### src/rtl/ps2_pkg.sv
// Shared PS/2 definitions: transmitter state encoding, command bytes and
// frame bit positions, plus the odd-parity helper used by host and receiver.
package ps2_pkg;

    typedef enum logic [2:0] {
        IDLE,
        INHIBIT,
        REQ,
        SHIFT,
        WAIT_IDLE,
        DONE,
        ERR
    } ps2_tx_state_e;

    localparam logic [7:0] PS2_CMD_RESET    = 8'hFF;
    localparam logic [7:0] PS2_CMD_ENABLE   = 8'hF4;
    localparam logic [7:0] PS2_CMD_SET_RATE = 8'hF3;
    localparam logic [7:0] PS2_ACK          = 8'hFA;

    // Frame positions counted in device clock falls after the clock is released.
    localparam logic [3:0] BIT_PARITY = 4'd9;
    localparam logic [3:0] BIT_STOP   = 4'd10;
    localparam logic [3:0] BIT_ACK    = 4'd11;

    function automatic logic odd_parity(input logic [7:0] d);
        return ~^d;
    endfunction

endpackage

### src/rtl/ps2_line_sync.sv
// Two-flop synchronizer for one raw PS/2 line plus a registered falling-edge
// detector; shared by the host transmitter and the mouse receiver.
module ps2_line_sync #(
    parameter logic RESET_VAL = 1'b1
) (
    input  logic clk,
    input  logic rst,
    input  logic line_in,
    output logic level,
    output logic fall
);

    logic meta;
    logic sync;
    logic prev;

    // NOTE: the chain resets to the idle-high line level so leaving reset never fakes a falling edge.
    always_ff @(posedge clk) begin
        if (rst) begin
            meta <= RESET_VAL;
            sync <= RESET_VAL;
            prev <= RESET_VAL;
        end else begin
            meta <= line_in;
            sync <= meta;
            prev <= sync;
        end
    end

    assign level = sync;
    assign fall  = prev & ~sync;

endmodule

### src/rtl/ps2_host_tx.sv
// PS/2 host-to-device byte transmitter with open-drain enables and ACK check.
// Define PS2_TX_RETRY_EN to retry a byte once after a NACK or timeout.
module ps2_host_tx
    import ps2_pkg::*;
#(
    parameter int INHIBIT_CYCLES = 12000,
    parameter int REQ_CYCLES     = 200,
    parameter int TIMEOUT_CYCLES = 2000000
) (
    input  logic       clk,
    input  logic       rst,
    input  logic       ps2_clk_in,
    input  logic       ps2_data_in,
    output logic       ps2_clk_oe,
    output logic       ps2_data_oe,
    input  logic       tx_valid,
    input  logic [7:0] tx_data,
    output logic       tx_ready,
    output logic       tx_done,
    output logic       tx_err,
    output logic       busy
);

    localparam int CNT_MAX = (INHIBIT_CYCLES > REQ_CYCLES) ? INHIBIT_CYCLES : REQ_CYCLES;
    localparam int CNT_W   = $clog2(CNT_MAX + 1);
    localparam int TO_W    = $clog2(TIMEOUT_CYCLES + 1);

    localparam logic [CNT_W-1:0] INHIBIT_LAST = CNT_W'(INHIBIT_CYCLES - 1);
    localparam logic [CNT_W-1:0] REQ_LAST     = CNT_W'(REQ_CYCLES - 1);
    localparam logic [TO_W-1:0]  TO_LAST      = TO_W'(TIMEOUT_CYCLES - 1);

    ps2_tx_state_e    state;
    logic [CNT_W-1:0] cnt;
    logic [TO_W-1:0]  to_cnt;
    logic [3:0]       bit_n;
    logic [3:0]       next_n;
    logic [7:0]       data_q;
    logic             par_q;

    logic sync_clk;
    logic sync_data;
    logic clk_fall;
    logic data_fall_unused;

    logic accept;
    logic timeout_hit;
    logic ack_slot;
    logic fail;
    logic retry_ok;

    ps2_line_sync u_clk_sync (
        .clk     (clk),
        .rst     (rst),
        .line_in (ps2_clk_in),
        .level   (sync_clk),
        .fall    (clk_fall)
    );

    ps2_line_sync u_data_sync (
        .clk     (clk),
        .rst     (rst),
        .line_in (ps2_data_in),
        .level   (sync_data),
        .fall    (data_fall_unused)
    );

    assign accept      = tx_valid & tx_ready;
    assign next_n      = bit_n + 4'd1;
    assign timeout_hit = ((state == SHIFT) || (state == WAIT_IDLE)) && (to_cnt == TO_LAST);
    assign ack_slot    = (state == SHIFT) && clk_fall && (next_n == BIT_ACK);
    // Timeout wins over a same-cycle clock fall, so it is folded in unconditionally.
    assign fail        = timeout_hit | (ack_slot & sync_data);
    assign busy        = ~tx_ready;

`ifdef PS2_TX_RETRY_EN
    logic retried;

    always_ff @(posedge clk) begin
        if (rst) begin
            retried <= 1'b0;
        end else if (accept) begin
            retried <= 1'b0;
        end else if (fail) begin
            retried <= 1'b1;
        end
    end

    assign retry_ok = ~retried;
`else
    assign retry_ok = 1'b0;
`endif

    // NOTE: all state and outputs use non-blocking assignment; tx_done/tx_err default low each cycle to form single pulses.
    always_ff @(posedge clk) begin
        if (rst) begin
            state       <= IDLE;
            ps2_clk_oe  <= 1'b0;
            ps2_data_oe <= 1'b0;
            tx_ready    <= 1'b1;
            tx_done     <= 1'b0;
            tx_err      <= 1'b0;
            cnt         <= '0;
            to_cnt      <= '0;
            bit_n       <= '0;
            data_q      <= '0;
            par_q       <= 1'b0;
        end else begin
            tx_done <= 1'b0;
            tx_err  <= 1'b0;

            case (state)
                IDLE: begin
                    if (accept) begin
                        data_q     <= tx_data;
                        par_q      <= odd_parity(tx_data);
                        cnt        <= '0;
                        ps2_clk_oe <= 1'b1;
                        tx_ready   <= 1'b0;
                        state      <= INHIBIT;
                    end
                end

                INHIBIT: begin
                    if (cnt == INHIBIT_LAST) begin
                        cnt         <= '0;
                        ps2_data_oe <= 1'b1;
                        state       <= REQ;
                    end else begin
                        cnt <= cnt + CNT_W'(1);
                    end
                end

                REQ: begin
                    if (cnt == REQ_LAST) begin
                        cnt        <= '0;
                        ps2_clk_oe <= 1'b0;
                        bit_n      <= '0;
                        to_cnt     <= '0;
                        state      <= SHIFT;
                    end else begin
                        cnt <= cnt + CNT_W'(1);
                    end
                end

                SHIFT, WAIT_IDLE: begin
                    to_cnt <= to_cnt + TO_W'(1);
                    if (fail) begin
                        ps2_data_oe <= 1'b0;
                        if (retry_ok) begin
                            ps2_clk_oe <= 1'b1;
                            cnt        <= '0;
                            state      <= INHIBIT;
                        end else begin
                            tx_err <= 1'b1;
                            state  <= ERR;
                        end
                    end else if (state == WAIT_IDLE) begin
                        if (sync_clk && sync_data) begin
                            tx_done <= 1'b1;
                            state   <= DONE;
                        end
                    end else if (clk_fall) begin
                        // Data changes while the device holds the clock low.
                        bit_n <= next_n;
                        if (next_n <= 4'd8) begin
                            ps2_data_oe <= ~data_q[bit_n[2:0]];
                        end else if (next_n == BIT_PARITY) begin
                            ps2_data_oe <= ~par_q;
                        end else if (next_n == BIT_STOP) begin
                            ps2_data_oe <= 1'b0;
                        end else if (next_n == BIT_ACK) begin
                            state <= WAIT_IDLE;
                        end
                    end
                end

                DONE, ERR: begin
                    tx_ready <= 1'b1;
                    state    <= IDLE;
                end

                default: begin
                    ps2_clk_oe  <= 1'b0;
                    ps2_data_oe <= 1'b0;
                    tx_ready    <= 1'b1;
                    state       <= IDLE;
                end
            endcase
        end
    end

endmodule

### config.mk
export PLATFORM = sky130hd
export DESIGN_NAME = ps2_host_tx
export DESIGN_NICKNAME = d
export VERILOG_FILES = /design/src/rtl/ps2_pkg.sv /design/src/rtl/ps2_line_sync.sv /design/src/rtl/ps2_host_tx.sv
export SDC_FILE = /design/constraint.sdc
export NUM_CORES = 1
export LEC_CHECK = 0
export CAP_MARGIN = 20
export CORE_MARGIN = 2
export CORE_UTILIZATION = 54
export CTS_BUF_LIST = sky130_fd_sc_hd__clkbuf_4 sky130_fd_sc_hd__clkbuf_8 sky130_fd_sc_hd__clkbuf_16
export DETAILED_ROUTE_END_ITERATION = 7
export PLACE_DENSITY = 0.73
export SLEW_MARGIN = 15
export SYNTH_ARGS = -nofsm -noshare
export SYNTH_HDL_FRONTEND = slang
export SYNTH_SLANG_ARGS = --single-unit
### constraint.sdc
create_clock -name clk -period 2.9 [get_ports clk]
set_clock_uncertainty 0.1 [all_clocks]
set_input_delay 0.58 -clock clk [delete_from_list [all_inputs] [get_ports clk]]
set_output_delay 0.58 -clock clk [all_outputs]
set_load 0.005 [all_outputs]
-- Yosys cells after proc, flatten, opt, wreduce, memory -nomap -nowiden
Index checks and enable logic that the tools add are counted.
- register bits: 61
- memory bits (read-only): 0
- bits in latches: 0
- input port bits: 13
- logic and storage cells: 124
- bits in writable memories: 0
- output and inout bits: 6
- memories kept: 0
- div/mod/pow operators: 0
- eq/ne operators: 27
- multipliers: 0
- add/subtract/negate cells: 3
- shift operators: 0
- bitwise logic cells: 13
- order comparisons: 2
- mux-type cells: 40
- reductions and logical operators: 23
- operators by type and width (cell ; number):
    14-bit two-way mux ; 3
    14-bit one-hot mux with 3 select lines ; 1
    21-bit one-hot mux with 2 select lines ; 1
    3-bit two-way mux ; 11
    4-bit != test (second input constant) ; 6
    21-bit by 1-bit adder with 21-bit output (second input constant) ; 1
    21-bit == test (second input constant) ; 1
    21-bit two-way mux ; 1
    4-bit two-way mux ; 4
    14-bit by 1-bit adder with 14-bit output (second input constant) ; 1
    14-bit == test (second input constant) ; 1
    14-bit by 8-bit == test with 1-bit output (second input constant) ; 1
    1-bit two-way mux ; 13
    4-bit == test (second input constant) ; 3
    2-bit != test (second input constant) ; 6
    3-bit one-hot mux with 4 select lines ; 1
    4-bit OR reduction ; 3
    5-bit AND reduction ; 2
    3-bit == test (second input constant) ; 3
    1-bit inverter ; 9
    9-bit AND reduction ; 1
    4-bit one-hot mux with 2 select lines ; 1
    2-bit AND reduction ; 4
    8-bit XNOR reduction ; 1
    20 further kinds ; 29

-- Logic depth before layout (Yosys ltp)
Gate-level depths: netlist of run 1.
- depth in word-level cells: 10
- mapped depth: 9
- gate-level depth less buffers: 7

-- By module
From an unflattened synthesis of run 1, not the netlist that was laid out.
- cells, all modules: 388
- area, all modules: 3288.2 um2
- modules (own cells, without submodules) (module ; times used ; cells each ; sequential area each (um2) ; area each (um2)):
    ps2_host_tx ; 1 ; 374 ; 1121.1 ; 3118.0
    ps2_line_sync ; 2 ; 7 ; 60.1 ; 85.1

-- Worst setup path after synthesis of run 1
No wires, ideal clock.
- kind: reg-to-reg
- start point: register cnt[0]
- end point: register state[1]
- library setup time: 122 ps
- data arrival time: 2332 ps
- path slack: 347 ps
- buffers on the path: 1
- stages on the path, launching flop included: 9
- data required time: 2678 ps
- cells stage by stage: dfxtp_1 -> ha_1 -> nand2_2 -> or4_4 -> buf_6 -> a221o_2 -> a21o_1 -> or4b_1 -> o311a_1
- longest elaborated chain between the ends: 3
- elaborated cells on any way between the ends: 5
- those cells by class: eq/ne (4); reduce/logical (1)
- ends and longest elaborated chain (item ; RTL line ; source):
    start: declaration ; ps2_host_tx.sv:33 ; logic [CNT_W-1:0] cnt;
    start signal: assignment ; ps2_host_tx.sv:129 ; cnt <= cnt + CNT_W'(1);
    start signal: assignment ; ps2_host_tx.sv:141 ; cnt <= cnt + CNT_W'(1);
    14-bit == test / 14-bit by 8-bit == test with 1-bit output (equally long branches) ; ps2_host_tx.sv:124, ps2_host_tx.sv:134 ;
    2-bit != test (no source line) ; -- ;
    9-bit AND reduction (no source line) (*) ; -- ;
    end signal: assignment ; ps2_host_tx.sv:119 ; state <= INHIBIT;
    end signal: assignment ; ps2_host_tx.sv:127 ; state <= REQ;
    end signal: assignment ; ps2_host_tx.sv:139 ; state <= SHIFT;
    end: declaration ; ps2_host_tx.sv:32 ; ps2_tx_state_e state;
Mark *: on every way between the ends. The rest lies on a longest branch, timed or not.
A chain may end at the register's enable or synchronous reset.

-- Worst setup path after layout of run 1
Ends and elaborated chain as after synthesis.

==> results.json, run 1 <==
{
  "run_status": "completed",
  "sequentialPowerShare_pct": 36.4,
  "ys_ff_latch": 61,
  "htree_num_levels": 3,
  "slew_viol_final": 0,
  "sw_frac_of_total_pct": 32.4,
  "switchingPower_mw": 0.885,
  "drive_above_1_share_pct": 10.9,
  "hold_violation_total_from_the_final_report": 0,
  "most-common-layout-cells": "sky130_fd_sc_hd__dfxtp_1, sky130_fd_sc_hd__nor2_1, sky130_fd_sc_hd__nand2_1",
  "cts_root_buffer": "sky130_fd_sc_hd__clkbuf_8",
  "first_pass_grt_wire_length_um": 11300,
  "clkSinkCount": 61,
  "flow.area_growth_from_synthesis_pct": 15.6,
  "vias_per_cell": 5.80,
  "final_period_minus_worst_setup_slack_ns": 2.72,
  "cellLeakagePower_nw": 1.30,
  "design_power_total_mw": 2.73,
  "hpwl_um": 4870,
  "tritoncts": "yes",
  "netlist_instances": 378,
  "ant_diodes": 0,
  "synth_ff_type": "sky130_fd_sc_hd__dfxtp_1",
  "synth_sequential_area_ratio_pct": 38.3,
  "max_slew.worst_pin.slew_ns": 0.534,
  "cp-start-kind": "register",
  "worst-r2r-setup-slack_ns": 0.18,
  "portBuffers": 18,
  "fin_setup_tns_ns": 0,
  "layout.cell_area.non_filler_sq_um": 3680,
  "layout_commonest_cell": "sky130_fd_sc_hd__dfxtp_1",
  "postRouteWirelength_um": 6860,
  "worstSetupEndpointType": "register",
  "design.die.area_sq_um": 6530,
  "synth_edf_count": 0,
  "vias": 2749,
  "nNetsFinal": 417,
  "timing.max_cap.violations": 0,
  "worst-path-max-fanout": 12,
  "path_clk_slew_ns": 0.07,
  "initialDrtViolationCount": 184,
  "layout.filler_cells": 459,
  "wl_per_cell_um": 14.5,
  "floorplan.die.width_um": 80.8,
  "first_global_vias": 2475,
  "grt_use_total_pct": 22.5,
  "holdCritPathClass": "reg -> reg",
  "drc": 0,
  "tritoncts.num_buffers": 9,
  "post_cts.resized_instances": 0,
  "i_o_pin_count": 19,
  "synth_nets": 398,
  "fp-row-count": 27,
  "max-clock-path-buffers": 2,
  "power.share.combinational_pct": 29.6,
  "number_of_antenna_violations_at_the_first_check_in_global_routing": 0,
  "synth_cell_types": 58,
  "maxSlewHeadroom_pct": 64.0,
  "last_weighted_congestion_value_of_the_routability_driven_placer": 0.871,
  "antenna_violating_nets_post_route": 0,
  "syn-cell-area_sq_um": 3190,
  "cts_post_setup_buffers_inserted": 0,
  "floorplan.initialDensity_pct": 56.8,
  "final.period_utilization_pct": 93.7,
  "core-area_sq_um": 5610,
  "timing.fmax_mhz": 368,
  "post_synth.cell_area_avg_sq_um": 8.43,
  "hold_buffers": 0,
  "proportion_of_synthesized_flip_flops_having_asynchronous_set_or_reset_pct": 0,
  "initial_drt_pass_iterations": 4,
  "cell_internal_pwr_mw": 1.84,
  "pwr_density_cell_nw_per_um2": 741,
  "timing_worst_setup_path_type": "reg -> reg",
  "dieHeight_um": 80.8,
  "yosys_warnings": 0,
  "maximum_number_of_pins_on_one_net_before_global_route_repair": 21,
  "finalSetupViolCount": 0,
  "gr-total-overflow": 0,
  "insertion_delay_ns": 0.35,
  "clock_power_share_pct": 33.9,
  "max-vdd-ir-drop_v": 0.000375,
  "critical_path_arrival_ns": 2.86,
  "placed_cell_area_sq_um": 3440,
  "rsz0062_at_grt": "no",
  "worst-endpoint-required_ns": 3.04
}
-- through the flow --
step	worst slack, ns	utilization, %	cells	hold slack, ns
6_report	0.183	65.7	474	0.319
5_1_grt	0.0882	65.7	474	0.335
4_1_cts	0.184	65.7	474	0.324
3_5_place_dp	0.199	61.3	458	0.303
3_3_place_gp	0.252	61.3	458	0.294
2_1_floorplan	0.347	-	378	0.289
-- worst max-delay path, cell delays in order, from the launching register on --
cell and delay, ns:
sky130_fd_sc_hd__dfxtp_1 0.37, sky130_fd_sc_hd__ha_1 0.22, sky130_fd_sc_hd__nand2_2 0.08, sky130_fd_sc_hd__or4_4 0.55
sky130_fd_sc_hd__a221o_2 0.48, sky130_fd_sc_hd__a21o_1 0.21, sky130_fd_sc_hd__or4b_1 0.46, sky130_fd_sc_hd__o311a_1 0.13
-- cells by family after synthesis --
group                    synth area share [%]
AO/OA/AOI/OAI                            15.6
XOR/XNOR                                 9.35
adder cells (fa/ha/maj)                  2.75
buffers and inverters                    3.34
flip-flops                               38.3
multiplexers                             1.41
AND/OR/NAND/NOR                          29.2
-- power groups by stage --
stage	sequential [mW]	clock [mW]	combinational (mW)
global placement	1.01	0	0.793
finish	0.994	0.926	0.809
global route	1.00	0.977	0.909
floorplan	0.978	0	0.611
CTS	0.992	0.934	0.809
detailed placement	1.01	0	0.803
-- synth_stat cells, drive strengths merged (6+ instances only) --
master   n  share of area, %
inv      8              0.94
o21ai   16               2.5
nand3   17               2.7
nor2    44               5.2
dfxtp   61                38
xor2    14               3.8
o31ai    6               2.0
and2     9               1.8
ha       7               2.7
a21oi   19               3.0
nor3     9               1.4
a31oi    7               1.4
clkbuf  15               1.8
a211oi   6               1.4
nand2   40               4.8
nand4   13               3.0
xnor2   20               5.5
-- layout make-up --
type,count,area (sq um),area share [%]
multi-input combinational,291,1860,50.5
clock inverter,6,111,3.02
sequential,61,1220,33.2
tap,72,90.1,2.45
clock buffer,10,131,3.57
inverter,8,30.0,0.815
timing repair buffer,26,240,6.52
-- sequential cells by signal, indices dropped and copies added, names as in the netlist --
signal and flops:
data_q 8, u_clk_sync.prev 1, tx_done 1, cnt 14
u_clk_sync.level 1, bit_n 4, u_data_sync.level 1, u_clk_sync.meta 1
ps2_clk_oe 1, tx_err 1, par_q 1, tx_ready 1
to_cnt 21, u_data_sync.meta 1, state 3, ps2_data_oe 1
-- worst paths after layout --
| kind | startpoint | to | cells after the start |
|---|---|---|---|
| worst max register to register | cnt[0]$_SDFFE_PP0P_ | state[1]$_SDFFE_PP0P_ | 7 |
| worst min register to register | u_data_sync.meta$_SDFF_PP1_ | u_data_sync.level$_SDFF_PP1_ | 1 |
| worst max-delay path | cnt[0]$_SDFFE_PP0P_ | state[1]$_SDFFE_PP0P_ | 7 |
| worst min-delay path | u_data_sync.meta$_SDFF_PP1_ | u_data_sync.level$_SDFF_PP1_ | 1 |
-- layer usage --
metal | global-route usage, % | vias to the layer above | routed length [um]
met5 | 0 | - | 0
met4 | 9.32 | 0 | 104
met3 | 5.78 | 12 | 240
met2 | 36.4 | 48 | 3280
met1 | 28.6 | 1304 | 3230
li1 | - | 1385 | -
(Power assumes the default switching activity.)
==> inputs of run 2 (changes only) <==
--- a/config.mk
+++ b/config.mk
@@ -8,10 +8,10 @@
 export CAP_MARGIN = 20
 export CORE_MARGIN = 2
 export CORE_UTILIZATION = 54
-export CTS_BUF_LIST = sky130_fd_sc_hd__clkbuf_4 sky130_fd_sc_hd__clkbuf_8 sky130_fd_sc_hd__clkbuf_16
+export CTS_BUF_LIST = sky130_fd_sc_hd__clkbuf_4 sky130_fd_sc_hd__clkbuf_8
 export DETAILED_ROUTE_END_ITERATION = 7
 export PLACE_DENSITY = 0.73
-export SLEW_MARGIN = 15
+export SLEW_MARGIN = 10
 export SYNTH_ARGS = -nofsm -noshare
 export SYNTH_HDL_FRONTEND = slang
 export SYNTH_SLANG_ARGS = --single-unit
==> results of run 2 <==
Final layout, timing and power as in run 1 (identical DEF).
==> inputs of run 3 (changes only) <==
--- a/config.mk
+++ b/config.mk
@@ -5,7 +5,6 @@
 export SDC_FILE = /design/constraint.sdc
 export NUM_CORES = 1
 export LEC_CHECK = 0
-export CAP_MARGIN = 20
 export CORE_MARGIN = 2
 export CORE_UTILIZATION = 54
 export CTS_BUF_LIST = sky130_fd_sc_hd__clkbuf_4 sky130_fd_sc_hd__clkbuf_8
@@ -14,4 +13,5 @@
 export SLEW_MARGIN = 10
 export SYNTH_ARGS = -nofsm -noshare
 export SYNTH_HDL_FRONTEND = slang
+export SYNTH_HIERARCHICAL = 1
 export SYNTH_SLANG_ARGS = --single-unit
==> results.json, run 3 <==
{
  "post_synth.cell_area_avg_sq_um": 8.46,
  "insertion_delay_ns": 0.33,
  "most-common-layout-cells": "sky130_fd_sc_hd__dfxtp_1, sky130_fd_sc_hd__nor2_1, sky130_fd_sc_hd__nand2_1",
  "antenna_violating_nets_post_route": 0,
  "htree_num_levels": 3,
  "cts_post_setup_buffers_inserted": 0,
  "worst-path-max-fanout": 10,
  "design.die.area_sq_um": 6670,
  "crit_path_top_delay_cell": "sky130_fd_sc_hd__or4_4",
  "postRouteWirelength_um": 6990,
  "fp-row-count": 28,
  "drive_above_1_share_pct": 10.0,
  "cp-start-kind": "register",
  "floorplan.initialDensity_pct": 55.3,
  "pwr_density_cell_nw_per_um2": 632,
  "nNetsFinal": 433,
  "grt_use_total_pct": 23.2,
  "multi_input_combinational_cell_area_sq_um": 1920,
  "synth_nets": 405,
  "post_cts.resized_instances": 0,
  "tritoncts": "yes",
  "hold_buffers": 0,
  "vias": 2842,
  "flow.area_growth_from_synthesis_pct": 15.7,
  "number_of_flip_flops_in_the_largest_register": 21,
  "layout_commonest_cell": "sky130_fd_sc_hd__dfxtp_1",
  "wl_per_cell_um": 14.2,
  "dp_cells": 477,
  "layout.cell_area.non_filler_sq_um": 3770,
  "place_worst_setup_slack_ns": 0.283,
  "slew_viol_final": 0,
  "max-clock-path-buffers": 2,
  "critical_path.max_stage_delay_ns": 0.56,
  "instances_no_fill": 493,
  "vias_per_cell": 5.76,
  "cellLeakagePower_nw": 1.37,
  "first_pass_grt_wire_length_um": 12000,
  "syn-cell-area_sq_um": 3260,
  "tritoncts.num_buffers": 9,
  "initial_drt_pass_iterations": 4,
  "max_slew.worst_pin.slew_ns": 0.647,
  "r2r_cells": 6,
  "fin_setup_tns_ns": 0,
  "i_o_pin_count": 19,
  "path_clk_slew_ns": 0.07,
  "timing.hold.ws_ns": 0.312,
  "clkSinkCount": 61,
  "timing.max_cap.violations": 0,
  "worst-endpoint-required_ns": 3.02,
  "dieHeight_um": 81.6,
  "worstPathCellList": "or4_4 -> or4_1 -> a22oi_2 -> o311ai_1 -> a21oi_1 -> mux2_2",
  "maximum_number_of_pins_on_one_net_before_global_route_repair": 20,
  "cts_root_buffer": "sky130_fd_sc_hd__clkbuf_8",
  "hpwl_um": 4950,
  "number_of_antenna_violations_at_the_first_check_in_global_routing": 0,
  "final_period_minus_worst_setup_slack_ns": 2.69,
  "finalSetupViolCount": 0,
  "max-vdd-ir-drop_v": 0.000389,
  "hold-path-cell-count": 1,
  "floorplan.die.width_um": 81.6,
  "final.period_utilization_pct": 92.8,
  "maxSlewHeadroom_pct": 56.7,
  "hold_violation_total_from_the_final_report": 0,
  "setup_slack_ns": 0.209,
  "core-area_sq_um": 5890,
  "yosys_warnings": 6,
  "timing.fmax_mhz": 372,
  "timing_worst_setup_path_type": "reg -> reg",
  "ant_diodes": 0,
  "initialDrtViolationCount": 135,
  "reg_top3": "to_cnt: 21 flops, cnt: 14 flops, data_q: 8 flops",
  "worstSetupEndpointType": "register",
  "final-seq-area_sq_um": 1220,
  "run_status": "completed",
  "gr-total-overflow": 0,
  "rsz0062_at_grt": "no",
  "holdCritPathClass": "reg -> reg",
  "layout.filler_cells": 532,
  "netlist_instances": 385,
  "first_global_vias": 2731,
  "critical_path_arrival_ns": 2.81,
  "drc": 0,
  "top_register": "to_cnt",
  "last_weighted_congestion_value_of_the_routability_driven_placer": 0.872,
  "placed_cell_area_sq_um": 3560,
  "portBuffers": 18
}
-- run 3: power breakdown --
part           internal [mW]  leakage, nW  switching, mW
Combinational          0.299        0.768          0.360
Sequential             0.898        0.495         0.0399
Clock                  0.463        0.112          0.321
-- run 3: area by class of cell --
| class | instances | share of cell area (%) |
|---|---|---|
| Clock inverter | 4 | 1.20 |
| Timing Repair Buffer | 31 | 7.38 |
| Tap cell | 75 | 2.49 |
| Inverter | 12 | 1.20 |
| Sequential cell | 61 | 32.4 |
| Multi-Input combinational cell | 298 | 50.9 |
| Clock buffer | 12 | 4.39 |
-- run 3: worst paths after layout --
kind              slack [ns]                        from                          end
hold / removal          0.31  u_clk_sync/meta$_SDFF_PP1_  u_clk_sync/level$_SDFF_PP1_
hold reg to reg         0.31  u_clk_sync/meta$_SDFF_PP1_  u_clk_sync/level$_SDFF_PP1_
setup reg to reg        0.21        cnt[10]$_SDFFE_PP0P_        state[1]$_SDFFE_PP0P_
setup / recovery        0.21        cnt[10]$_SDFFE_PP0P_        state[1]$_SDFFE_PP0P_
-- run 3: stage by stage --
stage / util [%] / power [mW]
floorplan: - / 1.41
finish: 64.0 / 2.38
global placement: 60.4 / 1.59
CTS: 64.0 / 2.40
detailed placement: 60.4 / 1.61
global route: 64.0 / 2.52
-- run 3: critical path, delay by kind of cell (launching register included) --
| kind | cells | cell delay [ns] |
|---|---|---|
| muxes | 1 | 0.37 |
| DFF | 1 | 0.39 |
| AOI/OAI and AO/OA | 3 | 0.60 |
| and+or+nand+nor | 2 | 1.11 |
-- run 3: per-layer routing --
layer | wire [um] | part of all wire, % | global-route usage (%)
met2 | 3150 | 45 | 37.8
met1 | 3440 | 49 | 30.6
met4 | 48 | 0.69 | 6.50
met3 | 349 | 5.0 | 5.93
met5 | 0 | 0 | 0
